## src/rtl/arbitro_round_robin_pkg.sv

```systemverilog
// rtl/arbitro_round_robin_pkg.sv - shared widths, lane count and output-stage states for the lane merger
package arbitro_round_robin_pkg;

    localparam int DATA_W_DEF     = 8;
    localparam int FIFO_DEPTH_DEF = 4;
    localparam int ADDR_W_DEF     = 2;
    localparam int LANE_W         = 2;
    localparam int NUM_LANES      = 4;

    typedef enum logic {
        ST_EMPTY = 1'b0,
        ST_HOLD  = 1'b1
    } out_state_t;

    // Cyclic lane successor; wraps through the 2-bit lane index.
    function automatic logic [LANE_W-1:0] next_lane(input logic [LANE_W-1:0] lane, input int step);
        return lane + LANE_W'(step);
    endfunction

endpackage

```

## src/rtl/fifo_lane.sv

```systemverilog
// rtl/fifo_lane.sv - single-lane synchronous FIFO with sticky overflow flag
module fifo_lane
    import arbitro_round_robin_pkg::*;
#(
    parameter int DATA_W     = DATA_W_DEF,
    parameter int FIFO_DEPTH = FIFO_DEPTH_DEF,
    parameter int ADDR_W     = ADDR_W_DEF
) (
    input  logic              clk,
    input  logic              reset,
    input  logic              push,
    input  logic [DATA_W-1:0] data_in,
    input  logic              pop,
    output logic [DATA_W-1:0] head,
    output logic              full,
    output logic              empty,
    output logic              overflow
);

    logic [DATA_W-1:0] mem [FIFO_DEPTH];
    logic [ADDR_W-1:0] wr_ptr;
    logic [ADDR_W-1:0] rd_ptr;
    logic [ADDR_W:0]   count;
    logic              do_push;
    logic              do_pop;

    // Full comes from the registered count, so a same-cycle pop never frees a slot for a push.
    assign full    = (count == (ADDR_W+1)'(FIFO_DEPTH));
    assign empty   = (count == '0);
    assign do_push = push & ~full;
    assign do_pop  = pop & ~empty;
    assign head    = mem[rd_ptr];

    always_ff @(posedge clk or posedge reset) begin
        if (reset) begin
            wr_ptr   <= '0;
            rd_ptr   <= '0;
            count    <= '0;
            overflow <= 1'b0;
        end else begin
            if (do_push) wr_ptr <= wr_ptr + 1'b1;
            if (do_pop)  rd_ptr <= rd_ptr + 1'b1;
            case ({do_push, do_pop})
                2'b10:   count <= count + 1'b1;
                2'b01:   count <= count - 1'b1;
                default: count <= count;
            endcase
            if (push && full) overflow <= 1'b1;
        end
    end

    always_ff @(posedge clk) begin
        if (do_push) mem[wr_ptr] <= data_in;
    end

endmodule

```

## src/rtl/arbitro_round_robin.sv

```systemverilog
// rtl/arbitro_round_robin.sv - four buffered lanes merged round-robin onto one backpressured channel
module arbitro_round_robin
    import arbitro_round_robin_pkg::*;
#(
    parameter int DATA_W     = DATA_W_DEF,
    parameter int FIFO_DEPTH = FIFO_DEPTH_DEF,
    parameter int ADDR_W     = ADDR_W_DEF
) (
    input  logic                 clk,
    input  logic                 reset,
    input  logic                 valid_in0,
    input  logic                 valid_in1,
    input  logic                 valid_in2,
    input  logic                 valid_in3,
    input  logic [DATA_W-1:0]    data_in0,
    input  logic [DATA_W-1:0]    data_in1,
    input  logic [DATA_W-1:0]    data_in2,
    input  logic [DATA_W-1:0]    data_in3,
    output logic                 full0,
    output logic                 full1,
    output logic                 full2,
    output logic                 full3,
    input  logic                 ready,
    output logic                 valid_out,
    output logic [DATA_W-1:0]    data_out,
    output logic [LANE_W-1:0]    lane_out,
    output logic [NUM_LANES-1:0] err_overflow
);

    logic [NUM_LANES-1:0] lane_push;
    logic [NUM_LANES-1:0] lane_pop;
    logic [NUM_LANES-1:0] lane_full;
    logic [NUM_LANES-1:0] lane_empty;
    logic [NUM_LANES-1:0] lane_ovf;
    logic [DATA_W-1:0]    lane_wdata [NUM_LANES];
    logic [DATA_W-1:0]    lane_head  [NUM_LANES];

    assign lane_push     = {valid_in3, valid_in2, valid_in1, valid_in0};
    assign lane_wdata[0] = data_in0;
    assign lane_wdata[1] = data_in1;
    assign lane_wdata[2] = data_in2;
    assign lane_wdata[3] = data_in3;

    for (genvar g = 0; g < NUM_LANES; g++) begin : g_lane
        fifo_lane #(
            .DATA_W     (DATA_W),
            .FIFO_DEPTH (FIFO_DEPTH),
            .ADDR_W     (ADDR_W)
        ) u_fifo (
            .clk      (clk),
            .reset    (reset),
            .push     (lane_push[g]),
            .data_in  (lane_wdata[g]),
            .pop      (lane_pop[g]),
            .head     (lane_head[g]),
            .full     (lane_full[g]),
            .empty    (lane_empty[g]),
            .overflow (lane_ovf[g])
        );
    end

    assign full0        = lane_full[0];
    assign full1        = lane_full[1];
    assign full2        = lane_full[2];
    assign full3        = lane_full[3];
    assign err_overflow = lane_ovf;

    out_state_t        state;
    out_state_t        state_nxt;
    logic [DATA_W-1:0] data_nxt;
    logic [LANE_W-1:0] lane_nxt;
    logic [LANE_W-1:0] last_grant;
    logic [LANE_W-1:0] last_nxt;
    logic [LANE_W-1:0] cand;
    logic              load;
    logic              found;

    assign valid_out = (state == ST_HOLD);

    // Search starts one past the last grant, so the lane just served ranks lowest.
    always_comb begin
        state_nxt = state;
        data_nxt  = data_out;
        lane_nxt  = lane_out;
        last_nxt  = last_grant;
        lane_pop  = '0;
        found     = 1'b0;
        cand      = last_grant;
        load      = (state == ST_EMPTY) || ready;
        if (load) begin
            state_nxt = ST_EMPTY;
            for (int step = 1; step <= NUM_LANES; step++) begin
                cand = next_lane(last_grant, step);
                if (!found && !lane_empty[cand]) begin
                    found          = 1'b1;
                    lane_pop[cand] = 1'b1;
                    data_nxt       = lane_head[cand];
                    lane_nxt       = cand;
                    last_nxt       = cand;
                    state_nxt      = ST_HOLD;
                end
            end
        end
    end

    always_ff @(posedge clk or posedge reset) begin
        if (reset) begin
            state      <= ST_EMPTY;
            data_out   <= '0;
            lane_out   <= '0;
            last_grant <= LANE_W'(NUM_LANES - 1);
        end else begin
            state      <= state_nxt;
            data_out   <= data_nxt;
            lane_out   <= lane_nxt;
            last_grant <= last_nxt;
        end
    end

endmodule

```

## config.mk

```make
export PLATFORM = sky130hd
export DESIGN_NAME = arbitro_round_robin
export DESIGN_NICKNAME = d
export VERILOG_FILES = /design/src/rtl/arbitro_round_robin_pkg.sv /design/src/rtl/fifo_lane.sv /design/src/rtl/arbitro_round_robin.sv
export SDC_FILE = /design/constraint.sdc
export NUM_CORES = 1
export LEC_CHECK = 0
export CAP_MARGIN = 30
export CORE_MARGIN = 5
export CORE_UTILIZATION = 45
export DETAILED_ROUTE_END_ITERATION = 10
export HOLD_SLACK_MARGIN = 0.1
export PLACE_DENSITY = 0.65
export SLEW_MARGIN = 20
export SYNTH_ARGS = -nofsm -noshare
export SYNTH_HDL_FRONTEND = slang
export SYNTH_SLANG_ARGS = --single-unit
```

## constraint.sdc

```tcl
create_clock -name clk -period 10.74 [get_ports clk]
set_input_delay 2.148 -clock clk [delete_from_list [all_inputs] [get_ports clk]]
set_output_delay 2.148 -clock clk [all_outputs]
set_load 0.01 [all_outputs]
```

==> results.py <==
metrics = {
    "clocking": {
        "numCtsBuffers": 17,
        "path_clk_slew_ps": 70,
        "cts_buffer_depth": 2,
        "cts.sinks": 173,
        "worst_skew_pair.late_latency_ps": 430,
        "cts_tree": "done",
        "cts-resized-gates": 0,
        "cts_root_buffer": "clkbuf_16",
        "holdBufCountCts": 0,
        "htreeDepth": 4,
        "cts_setup_buffers": 0,
    },
    "placement": {
        "hpwlAfterDp_mm": 12.3,
        "portBuffers": 57,
        "place.gp.congestion": 0.806,
        "dpl-instance-area_sq_um": 9180,
    },
    "global_routing": {
        "grt_pass1_wl_mm": 27.8,
        "grtUsageMet1_pct": 23.1,
        "use_met2_pct": 25.6,
        "first_global_vias": 5060,
        "gr-total-overflow": 0,
        "grt_max_degree": 34,
        "gr-usage-met3_pct": 4.94,
        "grt_use_total_pct": 16.6,
        "grt-busiest-layer": "met2",
        "antenna_found_initial": 0,
    },
    "setup_path": {
        "r2r-end": "g_lane[1].u_fifo.count[2]",
        "cp_max_fo": 20,
        "worstSetupPathType": "register to register",
        "rr_worst_depth": 12,
        "r2r_setup_slack_ps": 6200,
        "r2r_start": "last_grant[1]",
        "cp_data_arrival_time_ps": 4890,
        "required_ps": 11100,
        "endpoint_kind": "register",
        "cp-start-kind": "register",
    },
    "sta": {
        "rsz0062_at_grt": "no",
        "fin_tns_setup_ps": 0,
        "min_period_ps": 4540,
        "fmax_mhz": 220,
        "tightest_slew_ps": 890,
        "setup_viol": 0,
        "timing_hold_violations_final": 0,
        "fin_skew_ps": 13.4,
        "drv_slew": 0,
        "relSlewSlack_pct": 40.2,
        "period_share_pct": 42.3,
    },
    "cells_and_area": {
        "nFillCells": 1511,
        "design_area_sq_um": 9830,
        "drive_gt1_share_pct": 18.5,
        "diodes": 0,
        "nets": 670,
        "area_delta_synth_final_pct": 15.9,
    },
    "yosys": {
        "synth_top_area_share_pct": 45.3,
        "synth_flop_cell": "edfxtp_1",
        "yosys_warnings": 0,
        "synth-seq-cells": 173,
        "synth_nets": 628,
        "ys_seq_area_share_pct": 58.6,
        "synth_edf_count": 128,
        "netlist_area_sq_um": 8480,
        "avgSynthCellArea_sq_um": 15.2,
        "async_flop_share_pct": 26.0,
        "synth_top_cell_by_area": "edfxtp_1",
        "postSynthCellCount": 557,
        "synthDistinctLibCells": 49,
        "synth_area_leaders": "edfxtp_1, mux4_2, dfrtp_1",
    },
    "run_status": {
        "status": "finished clean",
    },
    "floorplan": {
        "core_area_sq_um": 18600,
        "die-area_sq_um": 21700,
        "row_count": 50,
        "ios": 58,
        "start_util_pct": 45.5,
        "die_w_um": 147,
        "dieHeight_um": 147,
    },
    "drt": {
        "vias_per_cell": 5.74,
        "dr_total_vias": 4858,
        "drt-total-wl_mm": 17.4,
        "dr.pass1.iters": 6,
        "drt_iter0_drc": 448,
        "drc": 0,
        "wl_per_cell_um": 20.5,
        "ant_nets": 0,
    },
    "power_and_ir_drop": {
        "p_leak_nw": 3.50,
        "ir_drop_mv": 0.157,
        "pwr_density_cell_nw_per_um2": 322,
    },
    "worst_hold_path": {
        "hp-class": "register to register",
        "min_from": "g_lane[0].u_fifo.overflow",
        "holdPathStages": 1,
        "worst_hold_path.endpoint": "g_lane[0].u_fifo.overflow",
    },
    "job": {
        "cap_violations": 0,
    },
}
## critical path: stages (launching register included)
cell and delay, ps:
dfstp_2 890, inv_1 510, ha_1 690, mux4_2 450
nand3_2 260, nor3_1 360, or2_4 190, ha_1 180
inv_1 70, fa_1 440, xor2_1 150, nor2_1 110
xor2_1 150
## where the power goes
group | internal, W | total, W | switching, W
Combinational | 0.000671 | 0.00144 | 0.000767
Sequential | 0.000918 | 0.00109 | 0.000172
Clock | 0.000389 | 0.000637 | 0.000247
## flip-flops by register name, summed over array words and instances, names as in the netlist
register,cells
g_lane.u_fifo.wr_ptr,8
g_lane.u_fifo.count,12
data_out,8
lane_out,2
g_lane.u_fifo.rd_ptr,8
g_lane.u_fifo.overflow,4
valid_out,1
last_grant,2
g_lane.u_fifo.mem,128
## placed cells by master (no fill, tap or decap), types with 10 or more instances in the layout
cell | netlist | final
dfrtp_1 | 43 | 43
nand2_1 | 33 | 33
a21oi_1 | 11 | 11
nand3_1 | 13 | 13
xnor2_1 | 14 | 14
a22oi_1 | 30 | 30
clkbuf_16 | 0 | 17
edfxtp_1 | 128 | 128
nor3_1 | 10 | 10
xor2_1 | 12 | 12
and2_1 | 18 | 18
ha_1 | 28 | 28
inv_1 | 27 | 26
mux4_2 | 53 | 53
clkdlybuf4s50_1 | 0 | 57
## cell type report
class | count | area [sq um] | area share [%]
clock buffer | 18 | 429 | 4.37
clock inverter | 14 | 189 | 1.92
inverter | 27 | 101 | 1.03
multi-input combinational | 319 | 3210 | 32.7
sequential | 173 | 4970 | 50.6
tap | 234 | 293 | 2.98
timing repair buffer | 61 | 633 | 6.44
## cells by family (layout without fill, tap and decap cells)
family | after synthesis | after routing | share of synthesized area (%)
buffers and inverters | 65 | 120 | 3.55
AOI/OAI and AO/OA | 91 | 91 | 7.86
muxes | 57 | 57 | 14.6
DFF | 173 | 173 | 58.6
xor gates and xnor gates | 26 | 26 | 2.68
and+or+nand+nor | 113 | 113 | 7.67
adders and majority gates | 32 | 32 | 5.07
## synth_stat cells, types with 5 or more instances
cell / instances
buf_2: 10
inv_1: 27
nand3_1: 13
ha_1: 28
nor3_1: 10
o21ai_1: 5
nor2b_1: 6
clkbuf_1: 16
xnor2_1: 14
o31ai_1: 9
mux4_2: 53
nor2_1: 8
a222oi_1: 8
nor2b_4: 6
dfrtp_1: 43
edfxtp_1: 128
nand2_1: 33
a22oi_1: 30
and2_1: 18
buf_4: 6
o211ai_1: 5
xor2_1: 12
a21oi_1: 11
o21ai_0: 7
## layer usage
layer / wire length [um] / up-vias
li1: - / 2228
met3: 1070 / 14
met2: 8280 / 185
met4: 240 / 0
met1: 7780 / 2431
met5: 0 / -
## worst max path at each step
stage,startpoint,end,slack [ps],cells after the start
after floorplan,ready,g_lane[1].u_fifo.count[2],6760,11
final,last_grant[1],g_lane[1].u_fifo.count[2],6200,12
after detailed placement,ready,g_lane[1].u_fifo.count[2],5890,11
after global routing,last_grant[1],g_lane[0].u_fifo.count[2],5860,12
after global placement,ready,g_lane[1].u_fifo.count[2],6000,11
after CTS,last_grant[0],g_lane[1].u_fifo.count[2],6230,12
## stage by stage
stage	power [W]	instances	hold slack, ps	utilization, %	setup slack [ps]
CTS	0.00315	844	458	52.5	6230
floorplan	0.00213	557	429	-	6760
global placement	0.00243	810	440	49.1	6000
detailed placement	0.00250	812	444	49.2	5890
finish	0.00316	846	452	52.7	6200
global route	0.00335	846	475	52.7	5860
Note: power is estimated with default switching activity, not from simulation.
==> RTL change (config.mk and constraints unchanged) <==
Change the package constant `LANE_W` from 2 to 4.
--- a/src/rtl/arbitro_round_robin_pkg.sv
+++ b/src/rtl/arbitro_round_robin_pkg.sv
@@ -5,5 +5,5 @@
     localparam int FIFO_DEPTH_DEF = 4;
     localparam int ADDR_W_DEF     = 2;
-    localparam int LANE_W         = 2;
+    localparam int LANE_W         = 4;
     localparam int NUM_LANES      = 4;
 
Interface: changed (resized lane_out); port bits go from 58 to 60. No check against the original RTL was run, so the function may have changed too.
==> RTL change against the original RTL <==
  * Worst setup slack worse by 0.45 ns
  * Maximum frequency decreased by 9.1%
  * Worst hold slack improved by 0.0050 ns
  * Total power is 1.1% lower
  * Cell count grew 5.3%
  * Non-clock buffer count rose by 2
  * Largest cell class unchanged
  * Clock skew down 0.0055 ns
  * Sequential share of layout area down 0.91 points
  * Wire length rose by 6.7%
  * Area after synthesis up 3.4%
  * Sequential cell count up 2
  * Final area grew 2.9%
==> RTL change: results (changes against the original RTL) <==
[placed_design]
dp_slack_ns=5.76  ; -0.129 ns
dp_hpwl_um=13200  ; +7.6%
placed_cells=859  ; +5.8%
dpl-instance-area_mm2=0.00955  ; +4.1%
portBuffers=59  ; +3.5%
place_congestion=0.857  ; +6.2%

[global_route]
grt_pass1_vias=5226  ; +3.3%
globalRouteMet2Util_pct=28.3  ; +2.8 points
grt_usage_pct=17.8  ; +1.2 points
grt_pass1_wl_um=30100  ; +8.1%
grt_max_degree=48  ; +41%

[power_and_ir_drop]
switching_share_pct=37.4  ; -0.095 points
vdd_drop_max_v=0.000184  ; +17%

[logic_synthesis]
synth-async-reset-ratio_pct=26.9  ; +0.85 points
synth.avg_cell_area_um2=15.4  ; +0.87%
ys_seq_area_share_pct=57.2  ; -1.4 points

[route]
dr_wl_met2_um=9300  ; +12%
first_pass_iters=4  ; -2
dr_wl_met3_um=788  ; -26%

[finish]
final_net_count=687  ; +2.5%
layoutNonFillerInstCount=891  ; +5.3%
n_fill_cell=1602  ; +6.0%
register_area_mm2=0.00502  ; +1.0%
design.seq.count=175  ; +1.2%
buffers_excl_clock=63  ; +3.3%
clock_area_share_pct=5.57  ; -0.72 points
fin_area_mm2=0.0101  ; +2.9%

[timing]
skew_ns=0.00791  ; -0.00546 ns

[status]
status=complete, no violations

==> RTL change: worst max-delay path: cells and delay by family (launching register included) <==
kind | cells | cell delay, ns
and+or+nand+nor | 3 | 0.62
AOI/OAI and AO/OA | 1 | 0.32
buffers and inverters | 2 | 0.59
DFF | 1 | 0.89
xor gates and xnor gates | 2 | 0.32
adders and majority gates | 3 | 1.43
muxes | 1 | 0.73
==> RTL change: logic make-up after synthesis <==
family | count (synthesis) | synth area share (%)
xor gates and xnor gates | 29 | 2.89
and+or+nand+nor | 103 | 6.03
DFF | 175 | 57.2
muxes | 78 | 19.1
AOI/OAI and AO/OA | 82 | 5.89
buffers and inverters | 69 | 3.49
adders and majority gates | 35 | 5.33
==> RTL change: power by group through the flow <==
stage / Sequential, mW / Combinational, mW / Clock, mW
detailed placement: 1.13 / 1.43 / 0
global placement: 1.12 / 1.37 / 0
global route: 1.15 / 1.55 / 0.632
finish: 1.11 / 1.43 / 0.589
CTS: 1.12 / 1.44 / 0.601
floorplan: 1.01 / 1.14 / 0
==> RTL change: final timing paths <==
kind / startpoint / endpoint / slack, ns
setup / recovery: last_grant[1]$_DFFE_PP1P_ / g_lane[1].u_fifo.count[2]$_DFFE_PP0P_ / 5.75
min in group asynchronous: reset / g_lane[1].u_fifo.overflow$_DFFE_PP0P_ / 2.22
hold reg to reg: g_lane[2].u_fifo.overflow$_DFFE_PP0P_ / g_lane[2].u_fifo.overflow$_DFFE_PP0P_ / 0.46
max in group asynchronous: reset / g_lane[0].u_fifo.wr_ptr[1]$_DFFE_PP0P_ / 8.06
setup reg to reg: last_grant[1]$_DFFE_PP1P_ / g_lane[1].u_fifo.count[2]$_DFFE_PP0P_ / 5.75
hold / removal: g_lane[2].u_fifo.overflow$_DFFE_PP0P_ / g_lane[2].u_fifo.overflow$_DFFE_PP0P_ / 0.46
